**src/rtl/adc045_pkg.sv**
```systemverilog
// Shared widths and FSM state type for the two-channel ADC frame averager.
package adc045_pkg;

   localparam int ADC_W       = 24;
   localparam int FRAME_CNT_W = 16;

   typedef enum logic {
      ST_IDLE  = 1'b0,
      ST_ACCUM = 1'b1
   } state_e;

endpackage

```
**src/rtl/adc045_chan_acc.sv**
```systemverilog
// One channel's frame accumulator: sign-extended running sum, sample count and
// full/last flags. acc_sum is the sum including the current sample, unregistered.
module adc045_chan_acc
   import adc045_pkg::*;
#(
   parameter int LOG2_N = 4
) (
   input  logic                      clk,
   input  logic                      reset,
   input  logic                      clr,
   input  logic                      add,
   input  logic [ADC_W-1:0]          data,
   output logic [ADC_W+LOG2_N-1:0]   acc,
   output logic [ADC_W+LOG2_N-1:0]   acc_sum,
   output logic                      full,
   output logic                      last
);

   localparam int AW = ADC_W + LOG2_N;
   localparam int CW = LOG2_N + 1;
   localparam logic [CW-1:0] N_CNT = {1'b1, {LOG2_N{1'b0}}};

   logic [AW-1:0] acc_q, acc_d;
   logic [CW-1:0] cnt_q, cnt_d;
   logic [AW-1:0] data_ext;

   assign data_ext = {{LOG2_N{data[ADC_W-1]}}, data};
   assign acc_sum  = acc_q + data_ext;
   assign acc      = acc_q;
   assign full     = (cnt_q == N_CNT);
   assign last     = (cnt_q == N_CNT - CW'(1));

   // A clear with a sample present restarts the frame with that sample.
   always_comb begin
      acc_d = acc_q;
      cnt_d = cnt_q;
      if (clr) begin
         acc_d = add ? data_ext : '0;
         cnt_d = add ? CW'(1) : '0;
      end else if (add && !full) begin
         acc_d = acc_sum;
         cnt_d = cnt_q + CW'(1);
      end
   end

   always_ff @(posedge clk or posedge reset) begin
      if (reset) begin
         acc_q <= '0;
         cnt_q <= '0;
      end else begin
         acc_q <= acc_d;
         cnt_q <= cnt_d;
      end
   end

endmodule

```
**src/rtl/adc045_frame_avg.sv**
```systemverilog
// Two-channel frame averager: accumulates 2**LOG2_N samples per channel between
// sync strobes and publishes the floor mean of each channel once both are full.
module adc045_frame_avg
   import adc045_pkg::*;
#(
   parameter int LOG2_N = 4
) (
   input  logic                   clk,
   input  logic                   reset,
   input  logic                   sync,
   input  logic                   s_valid,
   input  logic                   s_ch,
   input  logic [ADC_W-1:0]       s_data,
   output logic [ADC_W-1:0]       avg_ch1,
   output logic [ADC_W-1:0]       avg_ch2,
   output logic                   avg_valid,
   output logic                   frame_short,
   output logic [FRAME_CNT_W-1:0] frame_cnt,
   output logic                   busy
);

   localparam int AW = ADC_W + LOG2_N;

   state_e                 state_q, state_d;
   logic                   done_q, done_d;
   logic                   short_q, short_d;
   logic                   avg_valid_q, avg_valid_d;
   logic [AW-1:0]          pend1_q, pend1_d;
   logic [AW-1:0]          pend2_q, pend2_d;
   logic [ADC_W-1:0]       avg1_q, avg1_d;
   logic [ADC_W-1:0]       avg2_q, avg2_d;
   logic [FRAME_CNT_W-1:0] frame_cnt_q, frame_cnt_d;

   logic          clr, add1, add2;
   logic          hit1, hit2;
   logic [AW-1:0] acc1, acc2, sum1, sum2;
   logic          full1, full2, last1, last2;
   logic          done1, done2, complete;
   logic          unused_lsbs;

   adc045_chan_acc #(.LOG2_N(LOG2_N)) u_ch1 (
      .clk     (clk),
      .reset   (reset),
      .clr     (clr),
      .add     (add1),
      .data    (s_data),
      .acc     (acc1),
      .acc_sum (sum1),
      .full    (full1),
      .last    (last1)
   );

   adc045_chan_acc #(.LOG2_N(LOG2_N)) u_ch2 (
      .clk     (clk),
      .reset   (reset),
      .clr     (clr),
      .add     (add2),
      .data    (s_data),
      .acc     (acc2),
      .acc_sum (sum2),
      .full    (full2),
      .last    (last2)
   );

   assign hit1     = s_valid && !s_ch;
   assign hit2     = s_valid && s_ch;
   assign done1    = full1 || (hit1 && last1);
   assign done2    = full2 || (hit2 && last2);
   assign complete = (state_q == ST_ACCUM) && done1 && done2;

   // The finished sums are snapshotted on the completing edge so a coincident
   // sync can clear the accumulators for the next frame without losing them.
   always_comb begin
      state_d = state_q;
      clr     = 1'b0;
      add1    = 1'b0;
      add2    = 1'b0;
      done_d  = 1'b0;
      short_d = 1'b0;
      pend1_d = pend1_q;
      pend2_d = pend2_q;
      case (state_q)
         ST_IDLE: begin
            if (sync) begin
               clr     = 1'b1;
               add1    = hit1;
               add2    = hit2;
               state_d = ST_ACCUM;
            end
         end
         ST_ACCUM: begin
            if (complete) begin
               done_d  = 1'b1;
               pend1_d = (hit1 && last1) ? sum1 : acc1;
               pend2_d = (hit2 && last2) ? sum2 : acc2;
               if (sync) begin
                  clr = 1'b1;
               end else begin
                  add1    = hit1;
                  add2    = hit2;
                  state_d = ST_IDLE;
               end
            end else begin
               add1 = hit1;
               add2 = hit2;
               if (sync) begin
                  clr     = 1'b1;
                  short_d = 1'b1;
               end
            end
         end
         default: state_d = ST_IDLE;
      endcase
   end

   // Taking the upper bits of the sign-extended sum is an arithmetic shift,
   // so the mean rounds toward negative infinity.
   always_comb begin
      avg_valid_d = done_q;
      avg1_d      = avg1_q;
      avg2_d      = avg2_q;
      frame_cnt_d = frame_cnt_q;
      if (done_q) begin
         avg1_d      = pend1_q[AW-1:LOG2_N];
         avg2_d      = pend2_q[AW-1:LOG2_N];
         frame_cnt_d = frame_cnt_q + FRAME_CNT_W'(1);
      end
   end

   // Remainder bits discarded by the floor division.
   assign unused_lsbs = ^{pend1_q[LOG2_N-1:0], pend2_q[LOG2_N-1:0]};

   always_ff @(posedge clk or posedge reset) begin
      if (reset) begin
         state_q     <= ST_IDLE;
         done_q      <= 1'b0;
         short_q     <= 1'b0;
         avg_valid_q <= 1'b0;
         pend1_q     <= '0;
         pend2_q     <= '0;
         avg1_q      <= '0;
         avg2_q      <= '0;
         frame_cnt_q <= '0;
      end else begin
         state_q     <= state_d;
         done_q      <= done_d;
         short_q     <= short_d;
         avg_valid_q <= avg_valid_d;
         pend1_q     <= pend1_d;
         pend2_q     <= pend2_d;
         avg1_q      <= avg1_d;
         avg2_q      <= avg2_d;
         frame_cnt_q <= frame_cnt_d;
      end
   end

   assign avg_ch1     = avg1_q;
   assign avg_ch2     = avg2_q;
   assign avg_valid   = avg_valid_q;
   assign frame_short = short_q;
   assign frame_cnt   = frame_cnt_q;
   assign busy        = (state_q == ST_ACCUM);

endmodule

```
**config.mk**
```make
export PLATFORM = sky130hd
export DESIGN_NAME = adc045_frame_avg
export DESIGN_NICKNAME = d
export VERILOG_FILES = /design/src/rtl/adc045_pkg.sv /design/src/rtl/adc045_chan_acc.sv /design/src/rtl/adc045_frame_avg.sv
export SDC_FILE = /design/constraint.sdc
export NUM_CORES = 1
export LEC_CHECK = 0
export ABC_AREA = 0
export CAP_MARGIN = 40
export CELL_PAD_IN_SITES_DETAIL_PLACEMENT = 0
export CELL_PAD_IN_SITES_GLOBAL_PLACEMENT = 1
export CORE_ASPECT_RATIO = 1.25
export CORE_MARGIN = 3
export CORE_UTILIZATION = 40
export CTS_BUF_LIST = sky130_fd_sc_hd__clkbuf_8
export DETAILED_ROUTE_END_ITERATION = 12
export PLACE_DENSITY = 0.76
export SYNTH_ARGS = -nofsm -noshare
export SYNTH_HDL_FRONTEND = slang
export SYNTH_SLANG_ARGS = --single-unit
```
**constraint.sdc**
```tcl
create_clock -name clk -period 6.73 [get_ports clk]
set_input_delay 0.673 -clock clk [delete_from_list [all_inputs] [get_ports clk]]
set_output_delay 0.673 -clock clk [all_outputs]
set_load 0.005 [all_outputs]
```
# Yosys cells after proc, flatten, opt, wreduce, memory -nomap -nowiden
# Cells that the tools add are included.
# op_classes
add_sub_neg,5
mul,0
n_div,0
magnitude_cmp,0
n_eq_ne,4
n_shift,0
mux,29
bitwise_logic,1
n_reduce_logical,16
# ops
op,n
$mux W28,8
$add A28 B28 Y28,2
$mux W5,4
$add A16 B1 Y16 const B,1
$mux W1,14
$add A5 B1 Y5 const B,2
$eq A5 B4 Y1 const B,2
$eq A5 B5 Y1 const B,2
$logic_and A1 B1 Y1,8
$pmux W1 S2,3
$reduce_bool A2 Y1,2
$logic_not A1 Y1,3
$logic_or A1 B1 Y1,2
$reduce_and A2 Y1,1
$not A1 Y1,1
# totals
regBits,190
latch_bits,0
ram_bits,0
mem_bits_ro,0
inputBits,29
out_inout_bits,67
word_cells,68
mem_count,0

# Depth between registers and ports, before layout
# Gate-level depths: netlist of run 1.
# logic_depth
ltp_word,11
ltp_mapped,13
depth_no_buf,12

# Modules after synthesis
# A second synthesis of run 1 with hierarchy kept.
# unflattened
hier_cells,1046
area_unflattened_um2,10646.5
# modules_own_cells
module,n_inst,cells_per_inst,area_each_um2,seq_area_each_um2
adc045_chan_acc,2,343,2957.8,825.8
adc045_frame_avg,1,360,4730.8,2902.8

# Worst setup path after synthesis of run 1
# Ideal clock, no wire load.
# synth_path
kind,input to register
from,input port s_data[0]
to,register pend2_q[20]
setup_ns,0.131
arrival_time_ns,2.918
t_required_ns,6.599
path_slack_ns,3.680
stages,12
path_buffers,0
cell_sequence,ha_1 -> inv_1 -> fa_1 -> nor2b_1 -> o21ai_2 -> a21boi_1 -> o41a_1 -> a21oi_2 -> a31oi_2 -> a41oi_1 -> and4_1 -> or3_1
# synth_between
elab_chain_cells,2
# synth_rtl
element,line_no,rtl
"start, declared",adc045_frame_avg.sv:13,"input logic [ADC_W-1:0] s_data,"
$add A28 B28 Y28,adc045_chan_acc.sv:28,assign acc_sum = acc_q + data_ext;
$mux W28,adc045_frame_avg.sv:95,pend2_d = (hit2 && last2) ? sum2 : acc2;
"end signal, assigned",adc045_frame_avg.sv:150,pend2_q <= pend2_d;
"end, declared",adc045_frame_avg.sv:29,"logic [AW-1:0] pend2_q, pend2_d;"
# No other way between the ends.
# A chain may end at the register's enable or synchronous reset.

# Worst setup path after layout of run 1
# layout_path
from,register u_ch2.cnt_q[0]
to,"register u_ch1.acc_q[27], in the netlist u_ch1.acc[27]"
# layout_between
elab_chain_cells,8
word_cells_on_any_way,11
classes_between,2 x eq/ne; 4 x mux; 5 x reduce/logical
# layout_rtl
element,line_no,rtl
"start, declared",adc045_chan_acc.sv:24,"logic [CW-1:0] cnt_q, cnt_d;"
"start signal, assigned",adc045_chan_acc.sv:52,cnt_q <= cnt_d;
$eq A5 B4 Y1,adc045_chan_acc.sv:31,assign last = (cnt_q == N_CNT - CW'(1));
$logic_and A1 B1 Y1,adc045_frame_avg.sv:68,assign done2 = full2 || (hit2 && last2);
$logic_or A1 B1 Y1 *,adc045_frame_avg.sv:68,
$logic_and A1 B1 Y1 *,adc045_frame_avg.sv:69,assign complete = (state_q == ST_ACCUM) && done1 && done2;
$mux W1 *,adc045_frame_avg.sv:92,if (complete) begin
$pmux W1 S2 *,adc045_frame_avg.sv:82,case (state_q)
$mux W28 or $logic_and A1 B1 Y1 (tied branches),"adc045_chan_acc.sv:38, adc045_chan_acc.sv:40",
$mux W28 or $reduce_bool A2 Y1 (tied branches),-,
"end signal, assigned",adc045_chan_acc.sv:48,acc_q <= '0;
"end signal, assigned",adc045_chan_acc.sv:51,acc_q <= acc_d;
"end, declared",adc045_chan_acc.sv:23,"logic [AW-1:0] acc_q, acc_d;"
# Mark *: on every way between the ends. The rest lies on a longest branch, timed or not.

==> impl_metrics.tcl, run 1 <==
set metrics [dict create \
    timing.fmax_ghz 0.259 \
    synth-simple-area-share_pct 14.7 \
    numPortBuffers 95 \
    chipWidth_um 152 \
    route.final.wire_length_mm 27.9 \
    floorplan.core_area_um2 26100 \
    synth_top_flop_cell "dfrtp_1" \
    boundaryPins 96 \
    synth_area_um2 10600 \
    grt_max_degree 122 \
    vias_per_cell 5.48 \
    synth-seq-cells 182 \
    cp.required_ns 7.13 \
    postSynthNetCount 1226 \
    path_common_cell "nand2_1" \
    layout_common_cells "dfrtp_1 (181), nor2_1 (141), nand2_1 (112), a21oi_1 (103), clkdlybuf4s50_1 (94)" \
    synth-seq-area-share_pct 42.9 \
    post_synth_fa_ha_maj_area_fraction_pct 7.56 \
    setup_repair_bufs_after_cts 0 \
    clock-skew-final_ns 0.0183 \
    row_count 66 \
    yosysTopAreaCellShare_pct 42.9 \
    cts.sink_count 182 \
    grt_overflow 0 \
    worst_slew_pin_slew_ns 0.730 \
    timing.final.hold_violations 0 \
    final.hold.worst_slack_ns 0.469 \
    critPathSlowestCell "buf_4" \
    post_route_cells_drive_above_1_share_pct 9.48 \
    first_global_vias 8596 \
    parity_gate_share_of_the_synthesized_area_counting_xor_and_xnor_cells_pct 5.36 \
    buffer_levels_on_the_longest_clock_path 2 \
    clkSlewWorstSetupHoldPaths_ns 0.10 \
    critical_path.startpoint_type "flip-flop" \
    detailroute.via_count 8565 \
    wire_length_of_the_first_global_routing_pass_mm 45.7 \
    grt_antenna_before_repair 0 \
    finalNetCount 1303 \
    worstSkewPairLatency_ns 0.48 \
    p_per_area_nw_per_um2 248 \
    ys_types 68 \
    max-cap-violations 0 \
    global_route.usage.total_pct 20.2 \
    finalSetupViolCount 0 \
    synth.area.top_cells "dfrtp_1 (43%), ha_1 (7.2%), mux2_2 (5.4%), nor2_1 (5.0%), a21oi_1 (4.9%)" \
    post_cts_resize_count 0 \
    timing.setup.tns_ns 0 \
    drc_errors 0 \
    rsz0062_at_grt "no" \
    worstHoldPathType "flip-flop to flip-flop" \
    endpoint_kind "flip-flop" \
    cp_slowest_stage_delay_ns 0.54 \
    ir_worst_vdd_v 0.000134 \
    postCtsHoldBufs 0 \
    cts_root_buffer "clkbuf_8" \
    synth_enable_flop_cells 0 \
    synth_mux_area_share_pct 7.58 \
    netlist_instances 1134 \
    ctsHtreeMaxLevel 4 \
    place.gp.congestion 0.906 \
    synth_top_family_by_area "compound AO/OA/AOI/OAI gates" \
    run_status "complete, no violations" \
    first_iter_violations 518 \
    dpl.hpwl_mm 20.1 \
    post-route-util_pct 47.4 \
    synth-compound-area-share_pct 19.1 \
    crit_path_max_delay_family "simple AND/OR/NAND/NOR gates" \
    slew_violations 0 \
    syn_area_per_cell_um2 9.36 \
    synthToLayoutAreaGrowth_pct 16.6 \
    arrival_time_at_the_worst_endpoint_ns 4.26 \
    cts_made_buffers 17 \
    netlist.top_cell.by_area "dfrtp_1" \
    tritoncts_clock_tree "done" \
    floorplan.die_area_um2 28600 \
    crit_buf_inv 2 \
    timing_worst_setup_path_type "flip-flop to flip-flop" \
    routedWlPerCell_um 17.9 \
    chipHeight_um 188 \
    period_minus_slack_ns 3.86 \
    ys.warnings.count 0 \
    fillers 2562 \
    final_antenna_net_count 0 \
    critical_path.cell_chain "ha_1 -> and3_1 -> ha_1 -> and3_1 -> a31o_2 -> nand3_2 -> buf_4 -> nand2_1 -> nor2_1 -> buf_4 -> nand2_1 -> nand2_1 -> o221ai_1 -> a31oi_1" \
    final.period_utilization_pct 57.3 \
    synth-async-reset-ratio_pct 100 \
    leakage_nw 5.70 \
    cp_max_fo 76 \
    floorplan.initialDensity_pct 40.7 \
    p_total_w 0.00307 \
    mostFrequentLayoutCell "dfrtp_1" \
    dr.pass1.iters 5 \
    max-slew-margin-rel_pct 51.2 \
    diodes 0 \
]
worst paths after layout:
path | endpoint | slack (ns) | from | cells after the start
setup / recovery | u_ch1.acc[27]$_DFFE_PP0P_ | 2.87 | u_ch2.cnt_q[0]$_DFFE_PP0P_ | 14
hold reg to reg | frame_cnt[15]$_DFFE_PP0P_ | 0.47 | frame_cnt[15]$_DFFE_PP0P_ | 1
min in group asynchronous | frame_cnt[10]$_DFFE_PP0P_ | 0.48 | reset | 2
hold / removal | frame_cnt[15]$_DFFE_PP0P_ | 0.47 | frame_cnt[15]$_DFFE_PP0P_ | 1
setup reg to reg | u_ch1.acc[27]$_DFFE_PP0P_ | 2.87 | u_ch2.cnt_q[0]$_DFFE_PP0P_ | 14
max in group asynchronous | pend1_q[19]$_DFFE_PP0P_ | 5.36 | reset | 3
cells in the mapped netlist (4+ instances only):
| cell type | instances |
|---|---|
| nor4_1 | 5 |
| nor2_1 | 141 |
| o21ai_0 | 77 |
| nand2_1 | 112 |
| o211ai_1 | 7 |
| nand3_1 | 25 |
| o21bai_1 | 7 |
| xnor2_1 | 44 |
| o21a_1 | 14 |
| and4_1 | 4 |
| a221oi_1 | 4 |
| xor2_1 | 21 |
| o31ai_1 | 7 |
| a211o_1 | 6 |
| or3_1 | 6 |
| a31oi_1 | 14 |
| nor2b_1 | 6 |
| a211oi_1 | 7 |
| and2_1 | 6 |
| a21o_1 | 29 |
| clkbuf_1 | 49 |
| nand4_1 | 15 |
| dfrtp_1 | 182 |
| nor3_1 | 8 |
| mux2_2 | 51 |
| nand2b_1 | 6 |
| a21oi_1 | 103 |
| and3_1 | 9 |
| mux2i_1 | 23 |
| inv_1 | 28 |
| ha_1 | 61 |
logic make-up (layout without fill, tap and decap cells):
logic type / count (synthesis) / in the layout
compound gates: 318 / 318
xor+xnor: 65 / 65
mux: 74 / 74
simple gates: 353 / 353
flops: 182 / 182
fa+ha+maj: 63 / 63
buf+inv: 79 / 168
report_power, final:
group          internal, W  switching [W]  total, W
Sequential         0.00121      0.0000975   0.00131
Clock             0.000382       0.000423  0.000805
Combinational     0.000404       0.000550  0.000955
Total              0.00200        0.00107   0.00307
layout make-up:
class | count | area [µm²] | area share, %
Clock buffer | 18 | 248 | 2.00
Multi-Input combinational cell | 873 | 5770 | 46.6
Sequential cell | 182 | 4560 | 36.8
Inverter | 28 | 113 | 0.910
Timing Repair Buffer | 109 | 1100 | 8.87
Clock inverter | 13 | 171 | 1.38
Tap cell | 340 | 425 | 3.44
metrics by stage:
step | worst slack, ns | cell area, µm² | instances
floorplan | 1.11 | 10600 | 1134
global placement | 2.70 | 11900 | 1529
detailed placement | 2.65 | 12000 | 1532
CTS | 2.86 | 12400 | 1563
global route | 2.48 | 12400 | 1563
finish | 2.87 | 12400 | 1563
layer usage:
metal / global-route usage (%) / wire length, µm / vias to the layer above / part of all wire, %
met5: 0 / 0 / - / 0
met3: 3.65 / 1130 / 33 / 4.0
met1: 27.2 / 12800 / 4136 / 46
met4: 6.98 / 721 / 0 / 2.6
li1: - / - / 4204 / -
met2: 32.8 / 13300 / 192 / 48
registers in the layout (all words and copies together), names as in the netlist, 5 cells and up:
| register | flops |
|---|---|
| u_ch1.cnt_q | 5 |
| avg_ch1 | 24 |
| avg_ch2 | 24 |
| u_ch2.acc | 28 |
| u_ch1.acc | 28 |
| pend2_q | 24 |
| u_ch2.cnt_q | 5 |
| pend1_q | 24 |
| frame_cnt | 16 |
(Power assumes the default switching activity.)
==> run 2, diff against run 1 <==
==> constraint.sdc (replaced) <==
create_clock -name clk -period 3.7 [get_ports clk]
set_input_delay 0.37 -clock clk [delete_from_list [all_inputs] [get_ports clk]]
set_output_delay 0.37 -clock clk [all_outputs]
set_load 0.005 [all_outputs]
==> run 2 against run 1 <==
Against the previous run:
- first-iteration DRC count is 0.39% lower
- setup slack worse by 2.3 ns
- design area is 2.0% higher
- clock power is 96% higher
- global-route usage is 0.32 points lower
- combinational power is 86% higher
- hold slack worse by 0.23 ns
- critical path depth is 6 lower
- fmax is 24% higher
- power is 87% higher
- clock-buffer cell count is 2 higher
- largest cell class unchanged
- largest power group unchanged
- highest routed layer unchanged
==> impl_metrics.tcl, run 2 (same netlist as run 1, synthesis figures left out) <==
set metrics [dict create \
    critical_path.startpoint_type "flip-flop" \
    arrival_time_at_the_worst_endpoint_ns 3.49 \
    floorplan.initialDensity_pct 40.7 \
    route.final.wire_length_mm 28.2 \
    place.gp.congestion 0.911 \
    run_status "complete, no violations" \
    timing_worst_setup_path_type "flip-flop to flip-flop" \
    setup_repair_bufs_after_cts 0 \
    max-slew-margin-rel_pct 54.2 \
    final.period_utilization_pct 84.4 \
    clkSlewWorstSetupHoldPaths_ns 0.10 \
    row_count 66 \
    ir_worst_vdd_v 0.000264 \
    fillers 2500 \
    dpl.hpwl_mm 20.9 \
    post-route-util_pct 48.4 \
    mostFrequentLayoutCell "dfrtp_1" \
    post_cts_resize_count 0 \
    buffer_levels_on_the_longest_clock_path 2 \
    endpoint_kind "flip-flop" \
    routedWlPerCell_um 17.7 \
    setup_ws_ns 0.578 \
    stdcell_area_um2 12600 \
    numPortBuffers 95 \
    leakage_nw 5.85 \
    period_minus_slack_ns 3.12 \
    final.hold.worst_slack_ns 0.235 \
    worstSkewPairLatency_ns 0.48 \
    floorplan.core_area_um2 26100 \
    worstHoldPathType "input port to async pin" \
    dp_worst_setup_slack_ns 0.206 \
    area_of_the_multi_input_gates_um2 5770 \
    finalSetupViolCount 0 \
    slew_violations 0 \
    first_global_vias 8409 \
    max-cap-violations 0 \
    post_route_cells_drive_above_1_share_pct 11.4 \
    rsz0062_at_grt "no" \
    grt_antenna_before_repair 0 \
    ctsHtreeMaxLevel 4 \
    worst_slew_pin_slew_ns 0.670 \
    tritoncts_clock_tree "done" \
    chipHeight_um 188 \
    vias_per_cell 5.50 \
    p_per_area_nw_per_um2 455 \
    synthToLayoutAreaGrowth_pct 18.9 \
    diodes 0 \
    ff_latch_area_um2 4560 \
    grt_overflow 0 \
    cp_max_fo 4 \
    clock-skew-final_ns 0.0147 \
    chipWidth_um 152 \
    cts_root_buffer "clkbuf_8" \
    cts.sink_count 182 \
    layout_common_cells "dfrtp_1 (181), nor2_1 (141), nand2_1 (112), a21oi_1 (103), clkdlybuf4s50_1 (94)" \
    grt_max_degree 65 \
    first_iter_violations 516 \
    global_route.usage.total_pct 19.9 \
    finalNetCount 1328 \
    cp.required_ns 4.07 \
    final_antenna_net_count 0 \
    drc_errors 0 \
    critical_path.startpoint "u_ch2.acc[6]$_DFFE_PP0P_" \
    floorplan.die_area_um2 28600 \
    timing.setup.tns_ns 0 \
    postCtsHoldBufs 0 \
    timing.fmax_ghz 0.320 \
    dr.pass1.iters 5 \
    post_dp_cell_area_um2 12200 \
    startpoint_of_the_lowest_slack_register_to_register_path "u_ch2.acc[6]$_DFFE_PP0P_" \
    boundaryPins 96 \
    cts_made_buffers 17 \
    detailroute.via_count 8732 \
    wire_length_of_the_first_global_routing_pass_mm 44.9 \
    timing.final.hold_violations 0 \
]
run 2: cell count changes in the layout (fill, tap and decap cells not counted), sizes merged:
cell,delta
buf,+25
clkbuf,+2
inv,-2
bufinv,+1
run 2: final cells by class:
type,count,share of cell area [%]
inverter,28,0.862
multi-input combinational,873,45.7
clock inverter,12,1.52
sequential,182,36.1
clock buffer,20,2.18
timing repair buffer,134,10.3
tap,340,3.37
run 2: path summary, 6_finish.rpt:
path | to | slack [ns] | cells past startpoint
min reg2reg | frame_cnt[15]$_DFFE_PP0P_ | 0.47 | 1
max in group asynchronous | frame_short$_DFF_PP0_ | 2.60 | 4
max reg2reg | u_ch2.acc[25]$_DFFE_PP0P_ | 0.58 | 8
min in group clk | u_ch2.cnt_q[0]$_DFFE_PP0P_ | 0.32 | 4
min | frame_cnt[3]$_DFFE_PP0P_ | 0.23 | 2
max | u_ch2.acc[25]$_DFFE_PP0P_ | 0.58 | 8
run 2: stage by stage:
step	total power, W	std cells
detailed placement	0.00420	1557
finish	0.00575	1589
global route	0.00609	1589
CTS	0.00579	1589
global placement	0.00417	1555
floorplan	0.00367	1134
run 2: layer usage:
metal	vias up	track usage, %	share of wire (%)
met2	185	33.8	50
li1	4256	-	-
met1	4253	26.5	45
met4	0	5.71	1.8
met3	38	2.66	3.5
met5	-	0	0
run 2: critical path, stage by stage, from the launching register on:
cell	delay, ns
dfrtp_1	0.42
ha_1	0.35
a2111oi_0	0.67
a211oi_1	0.21
o21ai_1	0.29
a21oi_1	0.22
a311o_1	0.37
xor2_1	0.16
a221o_1	0.32
run 2: power by group:
group / leakage [nW] / switching [W] / internal, W / total, W
Clock: 0.237 / 0.000773 / 0.000806 / 0.00158
Combinational: 3.18 / 0.00102 / 0.000768 / 0.00178
Sequential: 2.43 / 0.000176 / 0.00221 / 0.00238
Total: 5.85 / 0.00197 / 0.00378 / 0.00575
